### src/rtl/sdram_line_fill.sv
// Cache line-fill engine: one SDRAM burst per request, halfword beats packed
// big-endian into 32-bit words and written critical-word-first into the line RAM.
module sdram_line_fill #(
  parameter int unsigned depth     = 8,
  parameter int unsigned line_log2 = 2
) (
  input  logic                       clock,
  input  logic                       reset,
  input  logic                       fill_req,
  input  logic [depth-line_log2-1:0] fill_line,
  input  logic [line_log2:0]         fill_crit,
  output logic                       fill_ack,
  output logic                       fill_done,
  output logic                       busy,
  output logic                       sdram_req,
  input  logic                       sdram_ack,
  input  logic                       sdram_valid,
  input  logic [15:0]                sdram_data,
  output logic                       ram_wren,
  output logic [depth-1:0]           ram_addr,
  output logic [31:0]                ram_data
);

  localparam int unsigned LINE_W = depth - line_log2;
  localparam int unsigned CNT_W  = line_log2 + 1;

  localparam logic [1:0] S_IDLE = 2'd0;
  localparam logic [1:0] S_REQ  = 2'd1;
  localparam logic [1:0] S_FILL = 2'd2;
  localparam logic [1:0] S_DONE = 2'd3;

  logic [1:0]        state_q, state_d;
  logic [LINE_W-1:0] line_q, line_d;
  logic [CNT_W-1:0]  crit_q, crit_d;
  logic [CNT_W-1:0]  beat_q, beat_d;
  logic [15:0]       hold_q, hold_d;
  logic [15:0]       first_lo_q, first_lo_d;
  logic              fill_ack_q, fill_ack_d;
  logic              fill_done_q, fill_done_d;
  logic              busy_q, busy_d;
  logic              sdram_req_q, sdram_req_d;
  logic              ram_wren_q, ram_wren_d;
  logic [depth-1:0]  ram_addr_q, ram_addr_d;
  logic [31:0]       ram_data_q, ram_data_d;

  logic [CNT_W-1:0]  half_idx;
  logic              last_beat;
  logic              first_beat;

  // Halfword position wraps inside the line through natural counter overflow.
  assign half_idx   = crit_q + beat_q;
  assign last_beat  = &beat_q;
  assign first_beat = (beat_q == '0);

  always_comb begin
    state_d     = state_q;
    line_d      = line_q;
    crit_d      = crit_q;
    beat_d      = beat_q;
    hold_d      = hold_q;
    first_lo_d  = first_lo_q;
    fill_ack_d  = 1'b0;
    fill_done_d = 1'b0;
    busy_d      = busy_q;
    sdram_req_d = sdram_req_q;
    ram_wren_d  = 1'b0;
    ram_addr_d  = ram_addr_q;
    ram_data_d  = ram_data_q;

    case (state_q)
      S_IDLE: begin
        if (fill_req) begin
          line_d      = fill_line;
          crit_d      = fill_crit;
          fill_ack_d  = 1'b1;
          busy_d      = 1'b1;
          sdram_req_d = 1'b1;
          state_d     = S_REQ;
        end
      end

      S_REQ: begin
        if (sdram_ack) begin
          sdram_req_d = 1'b0;
          beat_d      = '0;
          state_d     = S_FILL;
        end
      end

      S_FILL: begin
        if (sdram_valid) begin
          beat_d = beat_q + CNT_W'(1);
          if (half_idx[0]) begin
            // An odd critical beat has no partner yet; park it until the line wraps.
            if (first_beat) begin
              first_lo_d = sdram_data;
            end else begin
              ram_wren_d = 1'b1;
              ram_addr_d = {line_q, half_idx[CNT_W-1:1]};
              ram_data_d = {hold_q, sdram_data};
            end
          end else if (last_beat && crit_q[0]) begin
            ram_wren_d = 1'b1;
            ram_addr_d = {line_q, half_idx[CNT_W-1:1]};
            ram_data_d = {sdram_data, first_lo_q};
          end else begin
            hold_d = sdram_data;
          end
          if (last_beat) begin
            state_d = S_DONE;
          end
        end
      end

      S_DONE: begin
        // First cycle lets the final write land, second presents fill_done.
        if (fill_done_q) begin
          busy_d  = 1'b0;
          state_d = S_IDLE;
        end else begin
          fill_done_d = 1'b1;
        end
      end

      default: begin
        state_d = S_IDLE;
      end
    endcase
  end

  always_ff @(posedge clock or posedge reset) begin
    if (reset) begin
      state_q     <= S_IDLE;
      line_q      <= '0;
      crit_q      <= '0;
      beat_q      <= '0;
      hold_q      <= '0;
      first_lo_q  <= '0;
      fill_ack_q  <= 1'b0;
      fill_done_q <= 1'b0;
      busy_q      <= 1'b0;
      sdram_req_q <= 1'b0;
      ram_wren_q  <= 1'b0;
      ram_addr_q  <= '0;
      ram_data_q  <= '0;
    end else begin
      state_q     <= state_d;
      line_q      <= line_d;
      crit_q      <= crit_d;
      beat_q      <= beat_d;
      hold_q      <= hold_d;
      first_lo_q  <= first_lo_d;
      fill_ack_q  <= fill_ack_d;
      fill_done_q <= fill_done_d;
      busy_q      <= busy_d;
      sdram_req_q <= sdram_req_d;
      ram_wren_q  <= ram_wren_d;
      ram_addr_q  <= ram_addr_d;
      ram_data_q  <= ram_data_d;
    end
  end

  assign fill_ack  = fill_ack_q;
  assign fill_done = fill_done_q;
  assign busy      = busy_q;
  assign sdram_req = sdram_req_q;
  assign ram_wren  = ram_wren_q;
  assign ram_addr  = ram_addr_q;
  assign ram_data  = ram_data_q;

endmodule

### config.mk
export PLATFORM = sky130hd
export DESIGN_NAME = sdram_line_fill
export DESIGN_NICKNAME = d
export VERILOG_FILES = /design/src/rtl/sdram_line_fill.sv
export SDC_FILE = /design/constraint.sdc
export NUM_CORES = 1
export LEC_CHECK = 0
export CORE_MARGIN = 2
export CORE_UTILIZATION = 40
export CTS_BUF_LIST = sky130_fd_sc_hd__clkbuf_4 sky130_fd_sc_hd__clkbuf_8
export DETAILED_ROUTE_END_ITERATION = 7
export DONT_BUFFER_PORTS = 1
export HOLD_SLACK_MARGIN = 0.05
export PLACE_DENSITY = 0.6
export SYNTH_ARGS = -nofsm -noshare
export SYNTH_HDL_FRONTEND = slang
export SYNTH_SLANG_ARGS = --single-unit
### constraint.sdc
create_clock -name clock -period 4.1 [get_ports clock]
set_clock_uncertainty 0.05 [all_clocks]
set_input_delay 0.41 -clock clock [delete_from_list [all_inputs] [get_ports clock]]
set_output_delay 0.41 -clock clock [all_outputs]
set_load 0.01 [all_outputs]
# After elaboration in Yosys (flattened, before gate mapping)
# Index checks and enable logic that the tools add are counted.
[totals] register_bits=91 inputBits=30 out_inout_bits=45 elab_cells=71
[op_classes] addsub=2 n_eq_ne=9 n_mux=29 n_bitwise=2 n_reduce_logical=16
[ops] cell="32-bit 2-to-1 mux" count=3
[ops] cell="8-bit 2-to-1 mux" count=3
[ops] cell="1-bit 2-to-1 mux" count=12
[ops] cell="2-bit != test (second input constant)" count=6
[ops] cell="3-bit AND reduction" count=4
[ops] cell="4-bit AND reduction" count=3
[ops] cell="2-bit 2-to-1 mux" count=5
[ops] cell="2-bit case mux with 4 select lines" count=1
[ops] cell="2-bit nonzero test" count=4
[ops] cell="3-bit 2-to-1 mux" count=2
[ops] cell="3-bit case mux with 2 select lines" count=1
[ops] cell="5-bit AND reduction" count=1
[ops] cell="2-bit == test (second input constant)" count=2
[ops] cell="1-bit case mux with 2 select lines" count=2
[ops] cell="3-bit by 1-bit adder with 3-bit output (second input constant)" count=1
[ops] cell="3-bit adder" count=1
[ops] cell="3-bit logical NOT" count=1
[ops] cell="2-bit by 1-bit == test with 1-bit output (second input constant)" count=1
[ops] cell="2-bit logical NOT" count=1
[ops] cell="1-bit NOT" count=2
[ops] cell="2-bit AND reduction" count=1
[ops] cell="1-bit logical AND" count=1

# Longest topological paths before layout
# Gate-level depths: netlist (run 1).
[logic_depth] word_depth=6 mapped_depth=7 ltp_nobuf=6

# Worst setup path before layout (run 1)
# No wires, ideal clock.
[synth_timing] path_kind="register to register" from="reg crit_q[0]" to="reg ram_data_q[0] (netlist: ram_data[0])" setup_ps=125 arrival_ps=1841 required_ps=3925 setup_slack_ps=2084 path_stages_with_launch=6 path_buffers=2 synth_period_minus_slack_ps=2016 path_cell_list="dfrtp_1 -> ha_1 -> buf_2 -> clkbuf_1 -> mux2_2 -> mux2_2"
[synth_via] elab_chain_cells=3 word_cells_on_any_way=6 classes_between="add/sub (1); eq/ne (1); mux (1); reduce/logical (3)"
[synth_lines] item="start: declaration" line_no="34" rtl="logic [CNT_W-1:0] crit_q, crit_d;"
[synth_lines] item="start signal: assignment" line_no="149" rtl="crit_q <= crit_d;"
[synth_lines] item="3-bit adder or 1-bit logical AND (tied branches)" line_no="51, 102"
[synth_lines] item="2-bit != test (no source line) or 2-bit nonzero test (tied branches)"
[synth_lines] item="4-bit AND reduction (no source line)"
[synth_lines] item="end signal: assignment" line_no="159" rtl="ram_data_q <= ram_data_d;"
[synth_lines] item="end: declaration" line_no="44" rtl="logic [31:0] ram_data_q, ram_data_d;"
# Several ways; a longest one is shown, not always the timed one.
# A chain may end at the register's enable or synchronous reset.

# Final worst setup path (run 1)
[layout_timing] from="reg crit_q[0]" to="reg ram_data_q[11] (netlist: ram_data[11])"
# The elaborated chain is that of the path after synthesis.

==> impl_metrics.env, run 1 <==
export IMPL_clock_path_buffers=2
export IMPL_nets=323
export IMPL_initial_utilization_pct=41.3
export IMPL_final_period_minus_worst_setup_slack_ns=3.08
export IMPL_avgRoutedWirePerCell_um=17.2
export IMPL_max_clock_freq_ghz=0.325
export IMPL_clock_sinks=91
export IMPL_run_status="complete, no violations"
export IMPL_n_antenna_cell=0
export IMPL_layout_worst_path_cycle_share_pct=75.1
export IMPL_global_route_congestion_overflow_total=0
export IMPL_die_height_um=105
export IMPL_min_delay_path_class="in2async"
export IMPL_worst_setup_path_start="crit_q[0]$_DFFE_PP0P_"
export IMPL_cts_buffers_inserted=9
export IMPL_post_dp_hpwl_um=4870
export IMPL_postSynthCellCount=278
export IMPL_power_leakage_nw=1.95
export IMPL_post_route_cell_area_um2=4380
export IMPL_design_portCount=75
export IMPL_max_stage_delay_ns=0.92
export IMPL_post_layout_total_power_w=0.00347
export IMPL_drv_cap=0
export IMPL_average_cell_area_after_synthesis_um2=14.6
export IMPL_via_per_inst=5.08
export IMPL_number_of_enable_flip_flop_cells_after_synthesis=0
export IMPL_maximum_fanout_encountered_on_the_critical_timing_path=36
export IMPL_yosys_cell_count_top_type="mux2_2"
export IMPL_tns_ns=0
export IMPL_synth_cell_types=31
export IMPL_cts_tree="done"
export IMPL_ffs_latches_synth=91
export IMPL_drt_first_iter_violations=58
export IMPL_synth_main_ff_cell="dfrtp_1"
export IMPL_grt_setup_unrepaired="no"
export IMPL_synth_cells_most_frequent="111 x mux2_2, 91 x dfrtp_1, 15 x inv_1"
export IMPL_worst_slew_pin_tran_ns=0.983
export IMPL_worstSetupPathType="reg2reg"
export IMPL_crit_slowest_cell="ha_2"
export IMPL_first_pass_grt_wire_length_um=11900
export IMPL_drive_gt1_share_pct=47.4
export IMPL_yosys_warnings=0
export IMPL_yosys_area_top_type="dfrtp_1"
export IMPL_dieArea_um2=11000
export IMPL_slew_violations=0
export IMPL_floorplan_die_width_um=105
export IMPL_clk_root_buffer_cell="clkbuf_8"
export IMPL_timing_critical_path_max_delay_family="adder cells"
export IMPL_pwr_density_cell_nw_per_um2=794
export IMPL_cp_num_cells=5
export IMPL_gp_routability_congestion=0.811
export IMPL_syn_to_final_growth_pct=7.86
export IMPL_synth_seq_area_share_pct=56.1
export IMPL_rr_startpoint="crit_q[0]$_DFFE_PP0P_"
export IMPL_grt_max_degree=72
export IMPL_dp_cells=404
export IMPL_postRouteWirelength_um=7230
export IMPL_design_core_area_um2=9820
export IMPL_cp_start_kind="flop"
export IMPL_clock_latency_ns=0.35
export IMPL_placement_rows=36
export IMPL_report_final_setup_viol=0
export IMPL_net_count_after_synthesis=319
export IMPL_post_synth_instance_area_um2=4060
export IMPL_holdBufCountCts=0
export IMPL_netlist_top_cells_area="dfrtp_1 56%, mux2_2 31%, ha_1 3.1%"
export IMPL_r2r_cells=5
export IMPL_finalHoldViolations=0
export IMPL_worst_ep_required_time_ns=4.30
export IMPL_max_slew_margin_rel_pct=34.2
export IMPL_path_cells="ha_2 > nand2b_1 > a21oi_4 > buf_4 > mux2_2"
export IMPL_synth_top_area_share_pct=56.1
export IMPL_clkSlewWorstSetupHoldPaths_ns=0.09
export IMPL_placement_io_buffers=0
export IMPL_grt_util_all_layers_pct=14.0
export IMPL_cts_setup_buffers=0
export IMPL_worstPathArrival_ns=3.27
export IMPL_h_tree_depth=3
export IMPL_endpoint_kind="flop"
export IMPL_route_antenna_remaining_nets=0
export IMPL_critical_path_reg2reg_endpoint="ram_data[11]$_DFFE_PP0P_"
export IMPL_postSynth_asyncResetShare_pct=100
export IMPL_max_vdd_ir_drop_mv=0.414
export IMPL_worstSetupEndpoint="ram_data[11]$_DFFE_PP0P_"
export IMPL_cp_num_buf_inv=1
export IMPL_vias=2135
export IMPL_drt_pre_antenna_iters=4
export IMPL_drc=0
export IMPL_ctsResizeCount=0
export IMPL_timing_reg2reg_setup_slack_ns=1.02
export IMPL_number_of_global_route_vias_before_repair=2348
export IMPL_dpl_instance_area_um2=4200
export IMPL_antenna_violations_before_repair=0
export IMPL_final_cell_count_without_fillers=420
## cells by family (layout without fill, tap and decap cells)
logic type | after synthesis | after routing | share of synthesized area, %
compound gates | 14 | 14 | 2.47
xor+xnor | 2 | 2 | 0.432
fa+ha+maj | 11 | 11 | 3.58
buf+inv | 25 | 34 | 2.93
flops | 91 | 91 | 56.1
mux | 116 | 116 | 32.1
simple gates | 19 | 19 | 2.41
## worst min path at each step
stage,startpoint,end,slack [ns],depth (start not counted)
2_1_floorplan,line_q[0]$_DFFE_PP0P_,ram_addr[2]$_DFFE_PP0P_,0.41,1
3_3_place_gp,line_q[0]$_DFFE_PP0P_,ram_addr[2]$_DFFE_PP0P_,0.42,1
3_5_place_dp,line_q[0]$_DFFE_PP0P_,ram_addr[2]$_DFFE_PP0P_,0.43,1
4_1_cts,reset,ram_data[31]$_DFFE_PP0P_,0.08,1
5_1_grt,sdram_data[8],first_lo_q[8]$_DFFE_PP0P_,0.11,1
6_report,reset,ram_data[27]$_DFFE_PP0P_,0.03,1
## metal layers
metal,vias to the layer above,global-route usage (%),share of wire (%)
met1,1082,16.1,41
met2,65,22.3,47
met3,10,7.67,10
met4,0,4.67,1.3
met5,-,0,0
li1,978,-,-
## final cells by class
cell class	count	area (µm²)
sequential	91	2280
inverter	15	58.8
multi-input combinational	162	1670
clock buffer	10	131
fill	949	5440
timing repair buffer	3	22.5
tap	133	166
clock inverter	6	48.8
## state kept, by name, summed over array words and instances, names as in the netlist
signal and flops:
busy 1, line_q 6, fill_ack 1, first_lo_q 16
ram_addr 8, state_q 2, hold_q 16, fill_done 1
ram_wren 1, sdram_req 1, crit_q 3, ram_data 32
beat_q 3
## stage by stage
stage	util (%)	hold slack, ns	worst slack (ns)
finish	44.6	0.0349	1.02
global route	44.6	0.110	0.759
CTS	44.6	0.0767	0.948
floorplan	-	0.409	1.28
detailed placement	42.7	0.429	0.941
global placement	42.7	0.420	0.996
## worst reg2reg max path: stages (launching register included)
cell and delay (ns):
dfrtp_1 0.45, ha_2 0.92, nand2b_1 0.24, a21oi_4 0.61, buf_4 0.35, mux2_2 0.36
## power by group
group	total, W	internal, W	leakage, nW	switching (W)
clock network	0.000556	0.000235	0.0950	0.000321
registers	0.00168	0.00132	1.14	0.000356
logic	0.00124	0.000736	0.723	0.000505
total	0.00347	0.00229	1.95	0.00118
## placed cells by master, fill, tap and decap left out, drive strengths merged
master,synthesis,final
dfrtp,91,91
a22o,1,1
ha,10,10
a21oi,4,4
mux2i,4,4
and3,1,1
mux2,112,112
fa,1,1
buf,8,3
nand3,1,1
xor2,1,1
xnor2,1,1
nand4,1,1
a211oi,2,2
o21ai,5,5
clkinv,0,3
o221ai,1,1
nand2,7,7
clkbuf,2,10
inv,15,18
nand2b,2,2
nand3b,1,1
nor2,5,5
nor2b,1,1
o22ai,1,1
Power figures use the tool's default switching activity.
==> inputs of run 2 (changes only) <==
ABC_AREA = 1   (was default)
clock period = 3 ns   (was 4.1 ns; I/O delays follow)
==> impl_metrics.env, run 2 <==
export IMPL_clock_latency_ns=0.35
export IMPL_crit_slowest_cell="ha_1"
export IMPL_floorplan_die_width_um=105
export IMPL_post_dp_hpwl_um=5780
export IMPL_postSynthCellCount=463
export IMPL_area_taken_by_flip_flops_and_latches_um2=2280
export IMPL_grt_max_degree=53
export IMPL_endpoint_kind="flop"
export IMPL_yosys_cell_count_top_type="nand2_1"
export IMPL_worst_ep_required_time_ns=3.18
export IMPL_ctsResizeCount=0
export IMPL_path_cells="ha_1 > inv_2 > nand2_4 > nand3b_4 > buf_12 > nand2_1 > o21ai_0"
export IMPL_max_clock_freq_ghz=0.406
export IMPL_drc=0
export IMPL_placement_io_buffers=0
export IMPL_route_antenna_remaining_nets=0
export IMPL_clkSlewWorstSetupHoldPaths_ns=0.09
export IMPL_via_per_inst=4.81
export IMPL_netlist_top_cells_area="dfrtp_1 56%, nand2_1 14%, o21ai_0 12%"
export IMPL_placement_rows=36
export IMPL_power_frac_clock_pct=19.3
export IMPL_number_of_enable_flip_flop_cells_after_synthesis=0
export IMPL_grt_util_all_layers_pct=17.2
export IMPL_max_slew_margin_rel_pct=56.8
export IMPL_layout_worst_path_cycle_share_pct=82.1
export IMPL_maximum_fanout_encountered_on_the_critical_timing_path=48
export IMPL_antenna_violations_before_repair=0
export IMPL_synth_mux_area_share_pct=0
export IMPL_grt_setup_unrepaired="no"
export IMPL_max_vdd_ir_drop_mv=0.450
export IMPL_combinational_family_with_the_most_area_after_synthesis="simple AND/OR/NAND/NOR gates"
export IMPL_drt_first_iter_violations=101
export IMPL_yosys_area_top_type="dfrtp_1"
export IMPL_worst_slew_pin_tran_ns=0.648
export IMPL_power_leakage_nw=2.26
export IMPL_clock_sinks=91
export IMPL_tns_ns=0
export IMPL_post_synth_instance_area_um2=4050
export IMPL_worstPathArrival_ns=2.64
export IMPL_dieArea_um2=10900
export IMPL_cts_setup_buffers=0
export IMPL_most_common_cell_after_layout_fill_and_taps_aside="nand2_1"
export IMPL_design_portCount=75
export IMPL_share_seq_of_total_power_pct=45.6
export IMPL_gp_routability_congestion=0.784
export IMPL_drive_gt1_share_pct=9.80
export IMPL_synth_compound_gate_area_share_pct=14.6
export IMPL_nets=526
export IMPL_cp_start_kind="flop"
export IMPL_avgRoutedWirePerCell_um=14.3
export IMPL_clk_root_buffer_cell="clkbuf_8"
export IMPL_drv_cap=0
export IMPL_average_cell_area_after_synthesis_um2=8.74
export IMPL_report_final_setup_viol=0
export IMPL_synth_seq_area_share_pct=56.2
export IMPL_p_switching_w=0.00195
export IMPL_n_antenna_cell=0
export IMPL_r2r_cells=7
export IMPL_min_delay_path_class="in2reg"
export IMPL_fill_cells=984
export IMPL_vias=2999
export IMPL_number_of_global_route_vias_before_repair=3076
export IMPL_synth_cell_types=22
export IMPL_largest_register_ffs=32
export IMPL_swShare_pct=40.6
export IMPL_first_pass_grt_wire_length_um=15200
export IMPL_yosys_warnings=0
export IMPL_hold_path_depth=3
export IMPL_finalCoreUtilization_pct=47.5
export IMPL_multiInputGateArea_um2=1510
export IMPL_final_period_minus_worst_setup_slack_ns=2.46
export IMPL_postRouteWirelength_um=8920
export IMPL_initial_utilization_pct=41.2
export IMPL_combinationalPowerShare_pct=35.1
export IMPL_pwr_density_cell_nw_per_um2=1030
export IMPL_postSynth_asyncResetShare_pct=100
export IMPL_slew_violations=0
export IMPL_cts_buffers_inserted=9
export IMPL_net_count_after_synthesis=504
export IMPL_cts_tree="done"
export IMPL_mostFrequentLayoutCells="146 x nand2_1, 95 x o21ai_0, 91 x dfrtp_1, 38 x inv_1, 27 x dlygate4sd3_1"
export IMPL_synth_main_ff_cell="dfrtp_1"
export IMPL_synth_top_area_share_pct=56.2
export IMPL_h_tree_depth=3
export IMPL_drt_pre_antenna_iters=4
export IMPL_run_status="complete, no violations"
export IMPL_max_stage_delay_ns=0.73
export IMPL_syn_to_final_growth_pct=15.2
export IMPL_global_route_congestion_overflow_total=0
export IMPL_design_core_area_um2=9820
export IMPL_worstSetupPathType="reg2reg"
export IMPL_clock_path_buffers=2
export IMPL_die_height_um=105
export IMPL_finalHoldViolations=0
export IMPL_cellInternalPower_w=0.00285
export IMPL_synth_cells_most_frequent="146 x nand2_1, 95 x o21ai_0, 91 x dfrtp_1"
export IMPL_adder_and_majority_cell_fraction_of_the_synthesized_area_pct=3.58
export IMPL_holdBufCountCts=27
export IMPL_synth_simple_area_share_pct=19.1
export IMPL_ffs_latches_synth=91
export IMPL_synth_xor_area_share_pct=0
[run 2: layout make-up]
type	count	area share (%)
repair buffers	33	7.03
multi-input cells	309	32.4
well taps	133	3.57
clock inverters	7	2.12
inverters	41	3.35
clock buffers	9	2.66
flip-flops and latches	91	48.8
[run 2: routing by layer]
metal,share of wire [%],up-vias,global-route usage (%)
li1,-,1513,-
met5,0,-,0
met2,49,76,29.8
met3,6.2,6,6.18
met1,44,1404,20.6
met4,0.68,0,3.43
[run 2: cells by family (layout without fill, tap and decap cells)]
family,after synthesis,count (layout)
DFF,91,91
adders and majority gates,11,11
AOI/OAI and AO/OA,117,117
buffers and inverters,63,90
and+or+nand+nor,181,181
[run 2: path summary, 6_finish.rpt]
kind / start / to / slack [ns]
setup reg to reg: beat_q[0]$_DFFE_PP0P_ / ram_data[28]$_DFFE_PP0P_ / 0.54
hold reg to reg: line_q[5]$_DFFE_PP0P_ / ram_addr[7]$_DFFE_PP0P_ / 0.45
setup / recovery: beat_q[0]$_DFFE_PP0P_ / ram_data[28]$_DFFE_PP0P_ / 0.54
min in group asynchronous: reset / ram_addr[6]$_DFFE_PP0P_ / 0.46
hold / removal: sdram_ack / sdram_req$_DFFE_PP0P_ / 0.09
max in group asynchronous: reset / ram_addr[1]$_DFFE_PP0P_ / 1.71
[run 2: worst max-delay path: cells and delay by family, from the launching register on]
| kind | cells | cell delay (ns) |
|---|---|---|
| adder cells (fa/ha/maj) | 1 | 0.73 |
| AND/OR/NAND/NOR | 3 | 0.61 |
| flip-flops | 1 | 0.44 |
| buffers and inverters | 2 | 0.40 |
| AO/OA/AOI/OAI | 1 | 0.08 |
[run 2: power groups by stage]
stage	clock network (W)	logic (W)	registers [W]
after floorplan	0	0.00133	0.00212
after CTS	0.000955	0.00171	0.00220
final	0.000929	0.00169	0.00219
after global placement	0	0.00162	0.00221
after detailed placement	0	0.00166	0.00223
after global routing	0.000996	0.00199	0.00226
[run 2: through the flow]
stage | cells | hold WS (ns) | instance area (µm²) | setup WS, ns | total power [W]
after detailed placement | 580 | 0.263 | 4170 | 0.560 | 0.00389
final | 623 | 0.0870 | 4660 | 0.537 | 0.00481
after floorplan | 463 | 0.360 | 4050 | 0.286 | 0.00345
after global routing | 623 | 0.0957 | 4660 | 0.255 | 0.00525
after global placement | 580 | 0.261 | 4170 | 0.635 | 0.00383
after CTS | 623 | 0.0738 | 4660 | 0.541 | 0.00486
==> inputs of run 3 (changes only) <==
clock period = 2.5 ns   (was 3 ns; I/O delays follow)
==> impl_metrics.env, run 3 (synthesis gave the netlist of run 2 again) <==
export IMPL_run_status="complete, no violations"
export IMPL_max_stage_delay_ns=0.43
export IMPL_post_dp_hpwl_um=5590
export IMPL_design_portCount=75
export IMPL_largest_register_ffs=32
export IMPL_clkSlewWorstSetupHoldPaths_ns=0.10
export IMPL_initial_utilization_pct=41.2
export IMPL_slew_violations=0
export IMPL_tns_ns=0
export IMPL_clock_path_buffers=2
export IMPL_n_antenna_cell=0
export IMPL_worst_ep_required_time_ns=2.69
export IMPL_worst_slew_pin_tran_ns=0.477
export IMPL_first_pass_grt_wire_length_um=15000
export IMPL_drv_cap=0
export IMPL_endpoint_kind="flop"
export IMPL_number_of_global_route_vias_before_repair=2947
export IMPL_final_period_minus_worst_setup_slack_ns=2.01
export IMPL_drt_pre_antenna_iters=4
export IMPL_clock_latency_ns=0.35
export IMPL_area_taken_by_flip_flops_and_latches_um2=2280
export IMPL_cts_tree="done"
export IMPL_grt_util_all_layers_pct=17.1
export IMPL_clk_root_buffer_cell="clkbuf_8"
export IMPL_min_delay_path_class="in2reg"
export IMPL_final_cell_count_without_fillers=626
export IMPL_floorplan_die_width_um=105
export IMPL_max_vdd_ir_drop_mv=0.597
export IMPL_fill_cells=955
export IMPL_cp_start_kind="flop"
export IMPL_cp_num_buf_inv=2
export IMPL_antenna_violations_before_repair=0
export IMPL_placement_io_buffers=0
export IMPL_worstSetupPathType="reg2reg"
export IMPL_crit_slowest_cell="dfrtp_1"
export IMPL_drt_first_iter_violations=91
export IMPL_clock_sinks=91
export IMPL_drive_gt1_share_pct=9.94
export IMPL_pwr_density_cell_nw_per_um2=1200
export IMPL_worstPathArrival_ns=2.20
export IMPL_grt_setup_unrepaired="no"
export IMPL_design_core_area_um2=9820
export IMPL_maximum_fanout_encountered_on_the_critical_timing_path=46
export IMPL_die_height_um=105
export IMPL_vias=3026
export IMPL_h_tree_depth=3
export IMPL_finalHoldViolations=0
export IMPL_via_per_inst=4.83
export IMPL_avgRoutedWirePerCell_um=14.4
export IMPL_path_cells="ha_1 > inv_2 > nand2_4 > nand3b_4 > buf_12 > nand2_1 > o21ai_0"
export IMPL_report_final_setup_viol=0
export IMPL_cts_buffers_inserted=9
export IMPL_layout_worst_path_cycle_share_pct=80.6
export IMPL_power_leakage_nw=2.25
export IMPL_postRouteWirelength_um=8980
export IMPL_dp_cells=581
export IMPL_most_common_cell_after_layout_fill_and_taps_aside="nand2_1"
export IMPL_max_slew_margin_rel_pct=68.2
export IMPL_timing_critical_path_max_delay_family="simple AND/OR/NAND/NOR gates"
export IMPL_grt_max_degree=92
export IMPL_route_antenna_remaining_nets=0
export IMPL_max_clock_freq_ghz=0.496
export IMPL_mostFrequentLayoutCells="146 x nand2_1, 95 x o21ai_0, 91 x dfrtp_1, 38 x inv_1, 29 x dlygate4sd3_1"
export IMPL_gp_routability_congestion=0.780
export IMPL_global_route_congestion_overflow_total=0
export IMPL_dieArea_um2=10900
export IMPL_placement_rows=36
export IMPL_nets=529
export IMPL_multiInputGateArea_um2=1510
export IMPL_syn_to_final_growth_pct=15.0
export IMPL_drc=0
run 3: cell types whose count changed in the layout (fill, tap and decap cells not counted):
cell           before  now
inv_4               1    0
buf_12              1    2
inv_6               3    2
bufinv_16           2    0
clkinv_4            0    2
clkinvlp_4          1    2
clkinv_2            1    2
dlygate4sd3_1      27   29
run 3: cell type report:
cell class                      count  share of cell area [%]
Sequential cell                    91                    48.9
Multi-Input combinational cell    309                    32.5
Timing Repair Buffer               36                    7.90
Tap cell                          133                    3.57
Inverter                           41                    3.38
Clock buffer                        9                    2.66
Clock inverter                      7                    1.13
run 3: per-layer routing:
| metal | up-vias | part of all wire (%) | global-route usage, % |
|---|---|---|---|
| met1 | 1408 | 45 | 21.5 |
| met5 | - | 0 | 0 |
| li1 | 1529 | - | - |
| met2 | 76 | 47 | 27.6 |
| met4 | 0 | 1.8 | 5.71 |
| met3 | 13 | 5.8 | 5.93 |
run 3: repair_timing:
item,4_1_cts,5_1_grt
resized for setup,0,0
buffers inserted,0,0
endpoints found under the hold margin,137,1
hold buffers,28,1
run 3: stage by stage:
step                hold slack [ns]  util, %  instance area [µm²]  power [W]  setup WS (ns)
detailed placement            0.257     42.7                 4190    0.00469          0.482
CTS                          0.0508     47.3                 4650    0.00566          0.456
finish                       0.0678     47.4                 4660    0.00557          0.485
global route                 0.0603     47.4                 4660    0.00611          0.318
global placement              0.254     42.7                 4190    0.00462          0.532
floorplan                     0.310        -                 4050    0.00414          0.857
run 3: where the power goes:
group / internal, W / total [W] / switching [W] / leakage (nW)
Combinational: 0.000751 / 0.00205 / 0.00130 / 1.02
Sequential: 0.00212 / 0.00262 / 0.000500 / 1.14
Clock: 0.000368 / 0.000899 / 0.000531 / 0.0900
run 3: path summary, 6_finish.rpt:
path	start	endpoint	slack (ns)	cells after the start
min in group asynchronous	reset	ram_data[31]$_DFFE_PP0P_	0.48	3
worst max-delay path	beat_q[0]$_DFFE_PP0P_	ram_data[25]$_DFFE_PP0P_	0.49	7
worst min register to register	line_q[5]$_DFFE_PP0P_	ram_addr[7]$_DFFE_PP0P_	0.43	2
worst max register to register	beat_q[0]$_DFFE_PP0P_	ram_data[25]$_DFFE_PP0P_	0.49	7
worst min-delay path	sdram_data[6]	ram_data[6]$_DFFE_PP0P_	0.07	2
max in group asynchronous	reset	hold_q[10]$_DFFE_PP0P_	1.58	3
run 3: worst register-to-register path, delay by kind of cell, from the launching register on:
family,cells,cell delay [ns]
AND/OR/NAND/NOR,3,0.60
flip-flops,1,0.43
adder cells (fa/ha/maj),1,0.37
buffers and inverters,2,0.36
AO/OA/AOI/OAI,1,0.08
